## src/rtl/goal_event_gen.sv

```systemverilog
// Goal detector and match scorekeeper for a two-player ball game, sampled once per video frame.
// Optional macro GOAL_CONFIRM_EN: a goal must be seen on two consecutive frames before it scores.
module goal_event_gen #(
    parameter logic [10:0] GOAL1_X_MAX     = 11'd40,
    parameter logic [10:0] GOAL2_X_MIN     = 11'd600,
    parameter logic [10:0] GOAL_Y_MIN      = 11'd180,
    parameter logic [10:0] GOAL_Y_MAX      = 11'd300,
    parameter logic [3:0]  WIN_SCORE       = 4'd5,
    parameter logic [7:0]  COOLDOWN_FRAMES = 8'd60
) (
    input  logic        clk,
    input  logic        resetN,
    input  logic        startOfFrame,
    input  logic [10:0] ballX,
    input  logic [10:0] ballY,
    input  logic        newGame,
    output logic [1:0]  scoreEvent,
    output logic [3:0]  digitP1,
    output logic [3:0]  digitP2,
    output logic        gameOver,
    output logic        winner
);

`ifdef GOAL_CONFIRM_EN
    typedef enum logic [1:0] {PLAY = 2'd0, CONFIRM = 2'd1, COOLDOWN = 2'd2, GAME_OVER = 2'd3} state_t;
`else
    typedef enum logic [1:0] {PLAY = 2'd0, COOLDOWN = 2'd2, GAME_OVER = 2'd3} state_t;
`endif

    state_t     state;
    logic [7:0] cnt;
    logic       in_y;
    logic       in_right;
    logic       in_left;
    logic [1:0] goal_side;
    logic [1:0] fire;
    logic [3:0] p1_inc;
    logic [3:0] p2_inc;
    logic       win_hit;
`ifdef GOAL_CONFIRM_EN
    logic [1:0] pend_side;
`endif

    // Player1 wins ties: a ball in the right mouth is checked first.
    always_comb begin
        in_y      = (ballY >= GOAL_Y_MIN) && (ballY <= GOAL_Y_MAX);
        in_right  = (ballX >= GOAL2_X_MIN) && in_y;
        in_left   = (ballX <= GOAL1_X_MAX) && in_y;
        goal_side = in_right ? 2'b01 : (in_left ? 2'b10 : 2'b00);
    end

    always_comb begin
        fire = 2'b00;
`ifdef GOAL_CONFIRM_EN
        if (startOfFrame && state == CONFIRM && goal_side == pend_side)
            fire = goal_side;
`else
        if (startOfFrame && state == PLAY)
            fire = goal_side;
`endif
    end

    always_comb begin
        p1_inc  = (digitP1 >= 4'd9) ? 4'd9 : digitP1 + 4'd1;
        p2_inc  = (digitP2 >= 4'd9) ? 4'd9 : digitP2 + 4'd1;
        win_hit = fire[0] ? (p1_inc == WIN_SCORE) : (p2_inc == WIN_SCORE);
    end

    always_ff @(posedge clk or negedge resetN) begin
        if (!resetN) begin
            state      <= PLAY;
            scoreEvent <= 2'b00;
            digitP1    <= 4'd0;
            digitP2    <= 4'd0;
            gameOver   <= 1'b0;
            winner     <= 1'b0;
            cnt        <= 8'd0;
`ifdef GOAL_CONFIRM_EN
            pend_side  <= 2'b00;
`endif
        end else begin
            scoreEvent <= 2'b00;
            if (newGame) begin
                state    <= PLAY;
                digitP1  <= 4'd0;
                digitP2  <= 4'd0;
                gameOver <= 1'b0;
                winner   <= 1'b0;
                cnt      <= 8'd0;
`ifdef GOAL_CONFIRM_EN
                pend_side <= 2'b00;
`endif
            end else if (fire != 2'b00) begin
                scoreEvent <= fire;
                if (fire[0]) digitP1 <= p1_inc;
                else         digitP2 <= p2_inc;
                if (win_hit) begin
                    state    <= GAME_OVER;
                    gameOver <= 1'b1;
                    winner   <= fire[1];
                end else begin
                    state <= COOLDOWN;
                    cnt   <= COOLDOWN_FRAMES;
                end
`ifdef GOAL_CONFIRM_EN
                pend_side <= 2'b00;
`endif
            end else if (startOfFrame) begin
                case (state)
`ifdef GOAL_CONFIRM_EN
                    PLAY: begin
                        if (goal_side != 2'b00) begin
                            state     <= CONFIRM;
                            pend_side <= goal_side;
                        end
                    end
                    CONFIRM: begin
                        state     <= PLAY;
                        pend_side <= 2'b00;
                    end
`endif
                    // Hold off until the timer expires and the ball has left both mouths.
                    COOLDOWN: begin
                        if (cnt != 8'd0)
                            cnt <= cnt - 8'd1;
                        else if (goal_side == 2'b00)
                            state <= PLAY;
                    end
                    default: ;
                endcase
            end
        end
    end

endmodule
```

## config.mk

```make
export PLATFORM = sky130hd
export DESIGN_NAME = goal_event_gen
export DESIGN_NICKNAME = d
export VERILOG_FILES = /design/src/rtl/goal_event_gen.sv
export SDC_FILE = /design/constraint.sdc
export NUM_CORES = 1
export LEC_CHECK = 0
export BUFFER_PORTS_ARGS = -buffer_cell sky130_fd_sc_hd__clkbuf_2
export CORE_MARGIN = 8
export CORE_UTILIZATION = 45
export DETAILED_ROUTE_END_ITERATION = 7
export GPL_TIMING_DRIVEN = 0
export PLACE_DENSITY = 0.73
export SYNTH_ARGS = -nofsm -noshare
export SYNTH_HDL_FRONTEND = slang
export SYNTH_SLANG_ARGS = --single-unit
```

## constraint.sdc

```tcl
create_clock -name clk -period 6.49 [get_ports clk]
set_clock_uncertainty 0.05 [all_clocks]
set_input_delay 0.649 -clock clk [delete_from_list [all_inputs] [get_ports clk]]
set_output_delay 0.649 -clock clk [all_outputs]
set_load 0.05 [all_outputs]
```

==> flow_metrics.env <==
export IMPL_dieWidth_um=72.1
export IMPL_syn_nets=194
export IMPL_h_tree_depth=1
export IMPL_crit_chain="inv_1, ha_1, or4_1, nor3b_1, o21ai_2, nand2_2, o21a_1"
export IMPL_cts_sinks=22
export IMPL_critical_path_buf_inv_count=1
export IMPL_cts_resized=0
export IMPL_fmax_mhz=413
export IMPL_cpLargestDelayFamily="simple AND/OR/NAND/NOR gates"
export IMPL_setup_tns_ns=0
export IMPL_firstDrtPassIters=4
export IMPL_synth_main_ff_cell="dfrtp_1"
export IMPL_drive_gt1_frac=0.239
export IMPL_place_area_um2=1660
export IMPL_portBuffers=37
export IMPL_wl_per_cell_um=14.8
export IMPL_yosysTopAreaCell="dfrtp_1"
export IMPL_grt_max_degree=23
export IMPL_arrival_ns=2.61
export IMPL_grt_antenna_before_repair=0
export IMPL_powerDensity_nw_per_um2=163
export IMPL_post_dp_hpwl_um=2850
export IMPL_drc=0
export IMPL_postSynthAreaPerCell_um2=8.84
export IMPL_coreArea_um2=3030
export IMPL_cp_required_ns=6.68
export IMPL_synth_compound_area_frac=0.215
export IMPL_worstSetupStartpointType="flip-flop"
export IMPL_placedCellCount=241
export IMPL_clk_pin_slew_ns=0.14
export IMPL_diodes=0
export IMPL_synth_xor_area_frac=0.0186
export IMPL_vias=1357
export IMPL_fin_cells=245
export IMPL_tightest_slew_ns=0.560
export IMPL_dieArea_um2=5190
export IMPL_setup_viol=0
export IMPL_slew_viol_final=0
export IMPL_hp_class="in -> async"
export IMPL_ys_top_cells_by_area="dfrtp_1 39%, ha_1 7.1%, nor3_1 4.2%"
export IMPL_yosys_area_share_simple=0.264
export IMPL_synth_cell_types=44
export IMPL_final_cell_mix="37 x clkbuf_2, 22 x dfrtp_1, 16 x nand2_1, 15 x nor2_1, 12 x nor3_1"
export IMPL_drv_cap=0
export IMPL_swShare=0.238
export IMPL_p_int_uw=212
export IMPL_leakage_uw=0.000783
export IMPL_grt_total_usage=0.148
export IMPL_rsz0062_at_grt="no"
export IMPL_grt_pass1_wl_um=6380
export IMPL_wl_um=3630
export IMPL_fin_crit_sh=0.373
export IMPL_cts_root_buf="clkbuf_4"
export IMPL_end_kind="flip-flop"
export IMPL_yosys_register_bits=22
export IMPL_synth_top_cell_area_share=0.389
export IMPL_critPathSlowestCell="or4_1"
export IMPL_vdd_drop_max_v=0.000100
export IMPL_cts_setup_buffers=0
export IMPL_clk_latency_ns=0.33
export IMPL_cts_buffers=3
export IMPL_p_clk_frac=0.396
export IMPL_routabilityCongestion=0.845
export IMPL_fin_crit_ns=2.42
export IMPL_yosysSeqAreaShare=0.389
export IMPL_synth_top_family_by_area="simple AND/OR/NAND/NOR gates"
export IMPL_grt_ovfl_total=0
export IMPL_cp_max_fo=7
export IMPL_p_switching_uw=66.3
export IMPL_rows=20
export IMPL_design_area_um2=1710
export IMPL_drtIter0Drc=132
export IMPL_die_h_um=72.1
export IMPL_ant_nets=0
export IMPL_final_nets=236
export IMPL_power_frac_comb=0.105
export IMPL_synthAdderAreaFrac=0.0707
export IMPL_status="completed"
export IMPL_hold_viol_final=0
export IMPL_max_stage_delay_ns=0.60
export IMPL_synthesis_instances=160
export IMPL_maxSlewHeadroom=0.627
export IMPL_layout_commonest_cell="clkbuf_2"
export IMPL_cts_max_path_buffers=2
export IMPL_cts_tree="done"
export IMPL_via_per_inst=5.54
export IMPL_critical_path_class="reg -> reg"
export IMPL_yosysWarnings=0
export IMPL_power_frac_seq=0.499
export IMPL_hold_buffers=0
export IMPL_ys_async_sr_fraction=1.00
export IMPL_synth_edf_count=0
export IMPL_syn_to_final_growth_pct=20.7
export IMPL_top_level_ports=38
export IMPL_muxShareOfSynthArea=0.00707
export IMPL_start_util=0.467
export IMPL_grt_pass1_vias=1410
export IMPL_synthesis_area_um2=1420
==> registers in the layout, summed over array words and instances (netlist names) <==
signal      count
cnt             8
digitP1         4
digitP2         4
gameOver        1
scoreEvent      2
state           2
winner          1
==> cells in the mapped netlist, drive strengths merged (4+ instances only) <==
master,instances
dfrtp,22
nand2,17
nor2,15
nor3,12
a21oi,10
inv,10
o21ai,9
ha,8
nand3,4
nand4b,4
o21a,4
==> logic make-up after synthesis <==
family / Yosys count
AO/OA/AOI/OAI: 41
flip-flops: 22
AND/OR/NAND/NOR: 72
adder cells (fa/ha/maj): 8
multiplexers: 1
XOR/XNOR: 3
buffers and inverters: 13
==> metal layers <==
metal	GRT usage	up-vias	part of all wire
li1	-	669	-
met1	0.176	658	0.45
met2	0.260	25	0.49
met3	0.0289	5	0.040
met4	0.0454	0	0.011
met5	0	-	0
==> final cells by class <==
| class | instances | area [um^2] |
|---|---|---|
| buffer | 3 | 12.5 |
| clock buffer | 3 | 22.5 |
| clock inverter | 1 | 30.0 |
| fill | 279 | 1320 |
| inverter | 10 | 37.5 |
| multi-input combinational | 125 | 815 |
| sequential | 22 | 551 |
| tap | 44 | 55.1 |
| timing repair buffer | 37 | 185 |
==> worst paths after layout <==
kind                       cells past startpoint                      to  slack [ns]              startpoint
max                                            7      cnt[3]$_DFFE_PN0P_        4.07  digitP2[0]$_DFFE_PN0P_
min in group clk                               2    gameOver$_DFFE_PN0P_        0.47    gameOver$_DFFE_PN0P_
min reg2reg                                    2    gameOver$_DFFE_PN0P_        0.47    gameOver$_DFFE_PN0P_
max in group asynchronous                      1  digitP1[0]$_DFFE_PN0P_        5.79                  resetN
max reg2reg                                    7      cnt[3]$_DFFE_PN0P_        4.07  digitP2[0]$_DFFE_PN0P_
min                                            1      cnt[5]$_DFFE_PN0P_        0.23                  resetN
==> power by group through the flow <==
stage	Sequential, uW	Combinational (uW)	Clock (uW)
4_1_cts	139	29.6	111
3_3_place_gp	141	28.0	0
6_report	139	29.3	110
3_5_place_dp	141	29.5	0
2_1_floorplan	142	12.9	0
5_1_grt	139	32.5	115
==> per-stage QoR <==
step | worst slack [ns] | power, uW | utilization | hold slack (ns)
after floorplan | 4.02 | 155 | - | 0.303
after global placement | 4.01 | 169 | 0.547 | 0.457
after detailed placement | 3.91 | 171 | 0.547 | 0.459
after CTS | 4.08 | 280 | 0.564 | 0.251
after global routing | 3.92 | 287 | 0.564 | 0.276
final | 4.07 | 278 | 0.564 | 0.232
No activity file was read; power rests on OpenSTA's default activity.
